[config.mk]
export PLATFORM = sky130hd
export DESIGN_NAME = button_event_decoder
export DESIGN_NICKNAME = d
export VERILOG_FILES = /design/src/rtl/button_event_decoder.sv
export SDC_FILE = /design/constraint.sdc
export NUM_CORES = 1
export LEC_CHECK = 0
export ABC_AREA = 1
export CORE_UTILIZATION = 59
export CTS_CLUSTER_DIAMETER = 80
export CTS_CLUSTER_SIZE = 10
export DETAILED_ROUTE_END_ITERATION = 6
export GPL_TIMING_DRIVEN = 0
export PLACE_DENSITY = 0.85
export SETUP_SLACK_MARGIN = 0.1
export SLEW_MARGIN = 10
export SYNTH_ARGS = -nofsm -noshare
export SYNTH_HDL_FRONTEND = slang
export SYNTH_SLANG_ARGS = --single-unit
[constraint.sdc]
create_clock -name i_clock -period 4.65 [get_ports i_clock]
set_input_delay 0.465 -clock i_clock [delete_from_list [all_inputs] [get_ports i_clock]]
set_output_delay 0.465 -clock i_clock [all_outputs]
set_load 0.01 [all_outputs]
[src/rtl/button_event_decoder.sv]
// -----------------------------------------------------------------------------
// button_event_decoder
//
// Purpose:
//   Classifies presses of a clean, active-high button level (as produced by
//   debounce_fsm) into three events: short press, long press and double
//   press. Each event is reported as a registered single-cycle pulse.
//
//   A single saturating counter is shared between two phases of a press:
//     - while the button is held it counts consecutive high samples, and a
//       long press is declared once it reaches the long threshold;
//     - after a release it counts consecutive low samples, and a short press
//       is declared once it reaches the gap threshold without a second press.
//   A second press that starts inside the gap window produces a double press
//   when it is released, no matter how long it was held.
//
// Parameters:
//   COUNTER_WIDTH       width of both threshold inputs and of the counter
//
// Ports:
//   i_clock             system clock, rising edge
//   i_reset             asynchronous, active-high reset
//   i_long_press_ticks  consecutive high samples that make a press long
//   i_double_gap_ticks  maximum low samples allowed between two presses
//   i_debounced_signal  clean button level, 1 = pressed
//   o_short_press       one-cycle pulse: short press
//   o_long_press        one-cycle pulse: long press
//   o_double_press      one-cycle pulse: double press
//   o_busy              high whenever the FSM is not idle
// -----------------------------------------------------------------------------
module button_event_decoder #(
    parameter int COUNTER_WIDTH = 16
) (
    input  logic                     i_clock,
    input  logic                     i_reset,
    input  logic [COUNTER_WIDTH-1:0] i_long_press_ticks,
    input  logic [COUNTER_WIDTH-1:0] i_double_gap_ticks,
    input  logic                     i_debounced_signal,
    output logic                     o_short_press,
    output logic                     o_long_press,
    output logic                     o_double_press,
    output logic                     o_busy
);

    typedef enum logic [2:0] {
        S_IDLE,
        S_PRESSED,
        S_LONG_HELD,
        S_WAIT_GAP,
        S_SECOND_PRESS
    } state_t;

    localparam logic [COUNTER_WIDTH-1:0] CNT_ZERO = '0;
    localparam logic [COUNTER_WIDTH-1:0] CNT_ONE  = COUNTER_WIDTH'(1);
    localparam logic [COUNTER_WIDTH-1:0] CNT_MAX  = '1;

    state_t                   r_state;
    logic [COUNTER_WIDTH-1:0] r_count;
    logic                     r_prev;
    logic                     r_short;
    logic                     r_long;
    logic                     r_double;
    logic                     r_busy;

    logic                     w_rise;
    logic [COUNTER_WIDTH-1:0] w_count_inc;
    logic [COUNTER_WIDTH-1:0] w_long_thr;
    logic [COUNTER_WIDTH-1:0] w_gap_thr;
    logic                     w_long_hit;
    logic                     w_gap_hit;

    // A threshold of 0 behaves as 1: an event always needs at least one
    // counted sample behind it.
    assign w_long_thr = (i_long_press_ticks == CNT_ZERO) ? CNT_ONE : i_long_press_ticks;
    assign w_gap_thr  = (i_double_gap_ticks == CNT_ZERO) ? CNT_ONE : i_double_gap_ticks;

    // Saturating increment: a very long hold or gap pins the counter at
    // all-ones instead of wrapping back below the threshold.
    assign w_count_inc = (r_count == CNT_MAX) ? r_count : r_count + CNT_ONE;

    // The long check looks at the count including the current high sample;
    // the gap check looks at the low samples already counted. Thresholds are
    // live inputs, so lowering one mid-count takes effect on the next edge.
    assign w_long_hit = (w_count_inc >= w_long_thr);
    assign w_gap_hit  = (r_count >= w_gap_thr);

    assign w_rise = i_debounced_signal & ~r_prev;

    // NOTE: all state below is written with non-blocking assignments so every
    // branch of the case statement sees the values from before this edge.
    always_ff @(posedge i_clock or posedge i_reset) begin
        if (i_reset) begin
            r_state  <= S_IDLE;
            r_count  <= CNT_ZERO;
            // NOTE: the previous-input register resets to 1, not 0, so a
            // button already held when reset is released does not look like
            // a fresh rising edge; it must be released and pressed again.
            r_prev   <= 1'b1;
            r_short  <= 1'b0;
            r_long   <= 1'b0;
            r_double <= 1'b0;
            r_busy   <= 1'b0;
        end else begin
            r_prev   <= i_debounced_signal;

            // Event pulses default low so each one lasts a single cycle.
            r_short  <= 1'b0;
            r_long   <= 1'b0;
            r_double <= 1'b0;

            case (r_state)
                S_IDLE: begin
                    if (w_rise) begin
                        r_state <= S_PRESSED;
                        r_count <= CNT_ONE;
                        r_busy  <= 1'b1;
                    end else begin
                        r_count <= CNT_ZERO;
                        r_busy  <= 1'b0;
                    end
                end

                // Counter holds the number of consecutive high samples.
                S_PRESSED: begin
                    if (!i_debounced_signal) begin
                        // The release sample is the first low sample.
                        r_state <= S_WAIT_GAP;
                        r_count <= CNT_ONE;
                    end else if (w_long_hit) begin
                        r_state <= S_LONG_HELD;
                        r_long  <= 1'b1;
                        r_count <= w_count_inc;
                    end else begin
                        r_count <= w_count_inc;
                    end
                end

                // A long press has been reported; its release is silent.
                S_LONG_HELD: begin
                    if (!i_debounced_signal) begin
                        r_state <= S_IDLE;
                        r_count <= CNT_ZERO;
                        r_busy  <= 1'b0;
                    end
                end

                // Counter holds the number of consecutive low samples. A
                // second press is tested first, so a press that lands on
                // the same edge as the gap timeout still counts as double.
                S_WAIT_GAP: begin
                    if (i_debounced_signal) begin
                        r_state <= S_SECOND_PRESS;
                        r_count <= CNT_ZERO;
                    end else if (w_gap_hit) begin
                        r_state <= S_IDLE;
                        r_short <= 1'b1;
                        r_count <= CNT_ZERO;
                        r_busy  <= 1'b0;
                    end else begin
                        r_count <= w_count_inc;
                    end
                end

                // Hold length is deliberately ignored on the second press.
                S_SECOND_PRESS: begin
                    if (!i_debounced_signal) begin
                        r_state  <= S_IDLE;
                        r_double <= 1'b1;
                        r_count  <= CNT_ZERO;
                        r_busy   <= 1'b0;
                    end
                end

                default: begin
                    r_state <= S_IDLE;
                    r_count <= CNT_ZERO;
                    r_busy  <= 1'b0;
                end
            endcase
        end
    end

    assign o_short_press  = r_short;
    assign o_long_press   = r_long;
    assign o_double_press = r_double;
    assign o_busy         = r_busy;

endmodule
==> results of run 1 <==
-- power groups by stage --
stage               Clock [mW]  Sequential, mW  Combinational, mW
detailed placement           0           0.266              0.295
finish                   0.184           0.265              0.301
global route             0.193           0.268              0.345
global placement             0           0.265              0.290
CTS                      0.187           0.264              0.301
floorplan                    0           0.261              0.205
-- layer usage --
layer | track usage | up-vias
met4 | 0.0904 | 0
met2 | 0.457 | 63
li1 | - | 1212
met1 | 0.353 | 1061
met3 | 0.0172 | 9
met5 | 0 | -
-- worst paths after layout --
kind / cells past startpoint / to / slack (ns)
setup / recovery: 16 / r_state[0]$_DFFE_PP0P_ / 1.79
hold / removal: 2 / o_busy$_DFFE_PP0P_ / 0.48
min in group asynchronous: 2 / o_short_press$_DFF_PP0_ / 0.70
max in group asynchronous: 2 / r_count[9]$_DFFE_PP0N_ / 3.38
setup reg to reg: 16 / r_state[0]$_DFFE_PP0P_ / 1.79
hold reg to reg: 2 / o_busy$_DFFE_PP0P_ / 0.48
-- flip-flops by register name, indices dropped and copies added, names as in the netlist --
signal and flops:
o_short_press 1, r_prev 1, o_busy 1, o_double_press 1, r_state 3, r_count 16
o_long_press 1
-- worst max-delay path, stage by stage, from the launching register on --
cell	delay, ns
dfrtp_1	0.50
ha_1	0.30
nand2_2	0.09
nor3_4	0.28
nand2_2	0.14
nor3_4	0.16
nand2_1	0.09
nor2_2	0.09
nor2_2	0.06
ha_1	0.29
nand4_1	0.11
nor2_1	0.15
nand3_1	0.12
nand4_1	0.14
nand3_1	0.12
nand2_1	0.08
nand2_1	0.05
-- cells by family (layout without fill, tap and decap cells) --
family / count (synthesis) / in the layout / share of synthesized area
compound gates: 27 / 27 / 0.0678
xor+xnor: 10 / 10 / 0.0390
fa+ha+maj: 33 / 33 / 0.169
buf+inv: 68 / 110 / 0.108
flops: 24 / 24 / 0.247
simple gates: 190 / 190 / 0.368
-- cells in the final DEF (no fill, tap or decap) --
cell and instances:
ha_1 33, nor4_1 9, nand4_1 8, nor3_4 3, nor2_1 21, nand2_1 114
nand3b_1 1, clkdlybuf4s50_1 38, nand3_2 2, inv_2 3, clkinv_1 2, buf_6 1
a21o_1 1, and2_1 1, nand3_1 12, xnor2_1 3, o21ai_4 1, dfstp_2 1
buf_2 1, nand2_2 7, dfrtp_1 23, clkbuf_8 3, a41o_1 2, nand4_4 1
a21oi_2 1, xnor2_2 1, o21a_1 1, nor3_1 3, xor2_1 6, inv_1 61
a21oi_1 15, bufinv_16 1, nor3_2 3, o21ai_0 6, nor2_2 5
-- through the flow --
stage | hold slack, ns | utilization | area, sq um | instances
floorplan | 0.464 | - | 2440 | 352
global placement | 0.458 | 0.757 | 2880 | 438
detailed placement | 0.467 | 0.757 | 2880 | 438
CTS | 0.490 | 0.776 | 2950 | 442
global route | 0.547 | 0.776 | 2950 | 442
finish | 0.485 | 0.776 | 2950 | 442
-- area by class of cell --
type / instances / area share
Inverter: 66 / 0.0840
Buffer: 2 / 0.00552
Timing Repair Buffer: 38 / 0.129
Clock buffer: 3 / 0.0140
Tap cell: 48 / 0.0204
Multi-Input combinational cell: 260 / 0.533
Sequential cell: 24 / 0.204
Clock inverter: 1 / 0.0102
==> impl_metrics.py, run 1 <==
metrics = {
    "synthesis": {
        "synth_most_common_cell": "nand2_1",
        "synth_edf_count": 0,
        "synth_cells": 352,
        "synth_warnings": 0,
        "ys_ff_latch": 24,
        "synth_area_leaders": "dfrtp_1 (24%), nand2_1 (18%), ha_1 (17%), inv_1 (9.4%), nor2_1 (3.2%)",
        "synth_largest_type_area_fraction": 0.236,
        "synth_ff_type": "dfrtp_1",
        "syn_nets": 420,
        "synth_commonest_cells": "nand2_1 (114), inv_1 (61), ha_1 (33)",
        "ys_seq_area_frac": 0.247,
        "syn_area_per_cell_sq_um": 6.92,
        "async_reset_ff_frac": 1.00,
        "ys_types": 32,
        "syn_area_sq_um": 2440,
        "yosys.area.top_type": "dfrtp_1",
    },
    "pwr": {
        "power_uw": 750,
        "ir_drop_mv": 0.197,
        "leakagePower_nw": 1.71,
        "switching_share": 0.368,
        "p_seq_frac": 0.353,
        "p_sw_uw": 276,
        "intPower_uw": 474,
        "clkPwrFrac": 0.246,
        "combPwrFrac": 0.401,
        "powerDensity_nw_per_um2": 254,
    },
    "worst_setup_path": {
        "worstSetupPathType": "flop to flop",
        "worst_ep_required_time_ns": 4.82,
        "r2r-start": "r_count[0]$_DFFE_PP0N_",
        "start_kind": "flop",
        "arrival_ns": 3.02,
        "crit_path_start": "r_count[0]$_DFFE_PP0N_",
        "crit_path_end_kind": "flop",
        "crit_fanout": 5,
    },
    "route": {
        "drt_wl_total_um": 5400,
        "vias": 2345,
        "met3WireLength_um": 205,
        "postRouteAntennaNets": 0,
        "maxUsedRoutingLayer": "met4",
        "vias_per_cell": 5.31,
        "wl_met1_um": 2590,
        "drt-wirelength-per-cell_um": 12.2,
        "firstDrtPassIters": 4,
        "initialDrtViolationCount": 88,
        "drcViolationCount": 0,
        "wl_met2_um": 2510,
    },
    "outcome": {
        "status": "completed",
    },
    "min_path": {
        "min_from": "o_busy$_DFFE_PP0P_",
        "hold_path_class": "flop to flop",
    },
    "timing": {
        "slew_headroom": 0.382,
        "max_freq_ghz": 0.350,
        "fin_crit_ns": 2.86,
        "final-setup-viol-count": 0,
        "setup_tns_ns": 0,
        "rsz0062_at_grt": "false",
        "postLayoutSetupSlackWorst_ns": 1.79,
        "clock_skew_ns": 0.00693,
        "finalMaxSlewViolations": 0,
        "finalCritPeriodShare": 0.614,
        "tightest_slew_ns": 0.926,
        "hold_viol_final": 0,
    },
    "final_layout": {
        "area_growth_pct": 21.0,
        "register_area_sq_um": 602,
        "multi_input_area_sq_um": 1570,
        "drive_gt1_frac": 0.0863,
        "design.final.nets": 463,
        "fillCellCount": 318,
        "diodes": 0,
    },
    "die": {
        "die_w_um": 66.3,
        "pin_count": 39,
        "rows": 22,
        "die_area_sq_um": 4390,
        "die_y_um": 66.3,
        "core_sq_um": 3800,
        "start_util": 0.641,
    },
    "clock_network": {
        "cts_hold_buf": 0,
        "cts_max_level": 1,
        "numCtsBuffers": 3,
        "cts_sinks": 24,
        "cts.path.max_buffers": 2,
        "clk_pin_slew_ns": 0.09,
        "cts_resized": 0,
        "cts_tree": "yes",
        "cts_root_buf": "clkbuf_8",
        "post_cts_buffers": 0,
        "clock_latency_ns": 0.27,
    },
    "place": {
        "dp_worst_setup_slack_ns": 1.85,
        "gp_congestion": 0.870,
        "hpwl_um": 4440,
        "io_buffers": 38,
    },
    "global_route": {
        "grt_pass1_wl_um": 8940,
        "grt_use_total": 0.266,
        "grt_pass1_vias": 2124,
        "grt-ovfl-total": 0,
        "grt_antenna_before_repair": 0,
        "grt_max_degree": 25,
    },
    "run": {
        "max_cap_violations": 0,
    },
}
Power figures use the tool's default switching activity.
==> run 2: changes to the inputs <==
- CORE_UTILIZATION: 59 -> 49
- PLACE_DENSITY: 0.85 -> 0.75
- clock period: 4.65 -> 2.6 ns (I/O delays scaled with it)
==> impl_metrics.py, run 2 (synthesis results as in run 1) <==
metrics = {
    "final_layout": {
        "mostFrequentLayoutCell": "nand2_1",
        "multi_input_area_sq_um": 1730,
        "register_area_sq_um": 616,
        "diodes": 0,
        "post-route-util": 0.707,
        "area_growth_pct": 38.0,
        "largest_reg_flops": 16,
        "reg.largest.list": "r_count (16), r_state (3)",
        "drive_gt1_frac": 0.225,
        "design.final.nets": 491,
        "fillCellCount": 367,
        "fin_cells": 489,
        "fin_area_sq_um": 3360,
        "top_register": "r_count",
        "layout_common_cells": "nand2_1 (109), inv_1 (61), clkdlybuf4s50_1 (38)",
    },
    "run": {
        "max_cap_violations": 0,
    },
    "timing": {
        "rsz0062_at_grt": "true",
        "final-setup-viol-count": 3,
        "clock_skew_ns": 0.00484,
        "max_freq_ghz": 0.374,
        "slew_headroom": 0.377,
        "hold_viol_final": 0,
        "finalCritPeriodShare": 1.03,
        "setup_tns_ns": -0.181,
        "postLayoutSetupSlackWorst_ns": -0.0711,
        "timing.hold.ws_ns": 0.476,
        "finalMaxSlewViolations": 0,
        "fin_crit_ns": 2.67,
        "tightest_slew_ns": 0.933,
    },
    "global_route": {
        "grt_antenna_before_repair": 0,
        "grt_pass1_vias": 2383,
        "grt-ovfl-total": 0,
        "grt_use_total": 0.258,
        "grt_max_degree": 25,
        "grt_pass1_wl_um": 10500,
    },
    "route": {
        "drcViolationCount": 0,
        "vias": 2521,
        "vias_per_cell": 5.16,
        "postRouteAntennaNets": 0,
        "firstDrtPassIters": 4,
        "drt-wirelength-per-cell_um": 13.5,
        "initialDrtViolationCount": 165,
        "drt_wl_total_um": 6620,
    },
    "worst_setup_path": {
        "r2r-end": "r_state[2]$_DFFE_PP0P_",
        "start_kind": "flop",
        "path_cells": "ha_4 > nand2_4 > nor3_4 > nand2_2 > nor3_4 > nand2_1 > nor2_2 > nor2_2 > ha_1 > nand4_1 > nor2_4 > nand3_2 > nand4_1 > nand3_2 > nand2_1 > nand2_1",
        "r2r_slack_ns": -0.07,
        "crit_slowest_cell": "dfrtp_1",
        "reg2regPathDepth": 16,
        "crit_path_end_kind": "flop",
        "arrival_ns": 2.85,
        "worstSetupPathType": "flop to flop",
        "critPathMaxStageDelay_ns": 0.42,
        "r2r-start": "r_count[1]$_DFFE_PP0N_",
        "crit_fanout": 3,
        "cpMostUsedCell": "nand2_1",
        "worst_ep_required_time_ns": 2.77,
    },
    "place": {
        "hpwl_um": 4390,
        "io_buffers": 38,
        "gp_congestion": 0.863,
        "dp.cells": 457,
        "dp_worst_setup_slack_ns": -0.228,
        "placedInstanceArea_sq_um": 2900,
    },
    "die": {
        "start_util": 0.512,
        "core_sq_um": 4750,
        "rows": 25,
        "pin_count": 39,
        "die_w_um": 72.5,
        "die_y_um": 72.5,
        "die_area_sq_um": 5260,
    },
    "clock_network": {
        "clk_pin_slew_ns": 0.10,
        "cts_max_level": 1,
        "clock_latency_ns": 0.28,
        "cts_sinks": 24,
        "cts_root_buf": "clkbuf_8",
        "cts.path.max_buffers": 2,
        "numCtsBuffers": 3,
        "cts_tree": "yes",
        "cts_hold_buf": 0,
    },
    "outcome": {
        "status": "finished with violations",
        "violations": "setup timing",
    },
    "min_path": {
        "hold_path_class": "primary input to asynchronous set/reset pin",
    },
    "pwr": {
        "ir_drop_mv": 0.383,
        "power_mw": 1.49,
        "leakagePower_nw": 1.89,
        "powerDensity_nw_per_um2": 442,
    },
}
run 2: cell count changes in the layout (fill, tap and decap cells not counted), sizes merged:
| cell | before | now |
|---|---|---|
| buf | 2 | 30 |
run 2: cell type report:
cell class / instances / area share
repair buffers: 66 / 0.178
well taps: 67 / 0.0249
clock buffers: 3 / 0.0123
inverters: 66 / 0.0744
flip-flops and latches: 24 / 0.183
clock inverters: 1 / 0.00893
multi-input cells: 260 / 0.514
plain buffers: 2 / 0.00484
run 2: what timing repair did:
| action | CTS | global route |
|---|---|---|
| gates resized for setup | 29 | 17 |
| endpoints found under the setup margin | 4 | 14 |
| pin swaps | 15 | 14 |
| buffers inserted | 15 | 13 |
run 2: worst max path at each step:
stage                           start                      to  slack (ns)  cells past startpoint
6_report       r_count[1]$_DFFE_PP0N_  r_state[2]$_DFFE_PP0P_       -0.07                     16
5_1_grt        r_count[1]$_DFFE_PP0N_  r_state[2]$_DFFE_PP0P_       -0.19                     15
4_1_cts        r_count[1]$_DFFE_PP0N_  r_state[2]$_DFFE_PP0P_        0.09                     16
3_5_place_dp   r_count[0]$_DFFE_PP0N_  r_state[2]$_DFFE_PP0P_       -0.23                     16
3_3_place_gp   r_count[0]$_DFFE_PP0N_  r_state[0]$_DFFE_PP0P_       -0.17                     16
2_1_floorplan  r_count[0]$_DFFE_PP0N_  r_state[2]$_DFFE_PP0P_        0.20                     16
run 2: critical path: cells and delay by family, from the launching register on:
| family | cells | cell delay [ns] |
|---|---|---|
| DFF | 1 | 0.42 |
| and+or+nand+nor | 14 | 1.65 |
| adders and majority gates | 2 | 0.48 |
run 2: layer usage:
metal	vias to the layer above	wire [um]	GRT usage
li1	1262	-	-
met1	1144	2890	0.329
met2	96	3150	0.441
met3	19	397	0.0236
met4	0	184	0.120
met5	-	0	0
run 2: where the power goes:
group          total [mW]  switching (mW)  internal (mW)  leakage, nW
registers           0.467          0.0479          0.419        0.308
logic               0.675           0.379          0.297         1.55
clock network       0.345           0.139          0.206       0.0357
==> run 3: changes to the inputs <==
- ABC_CLOCK_PERIOD_IN_PS: default -> 2600
- CAP_MARGIN: default -> 15
==> results of run 3 <==
No change in the layout: final DEF, timing and power equal those of run 2.
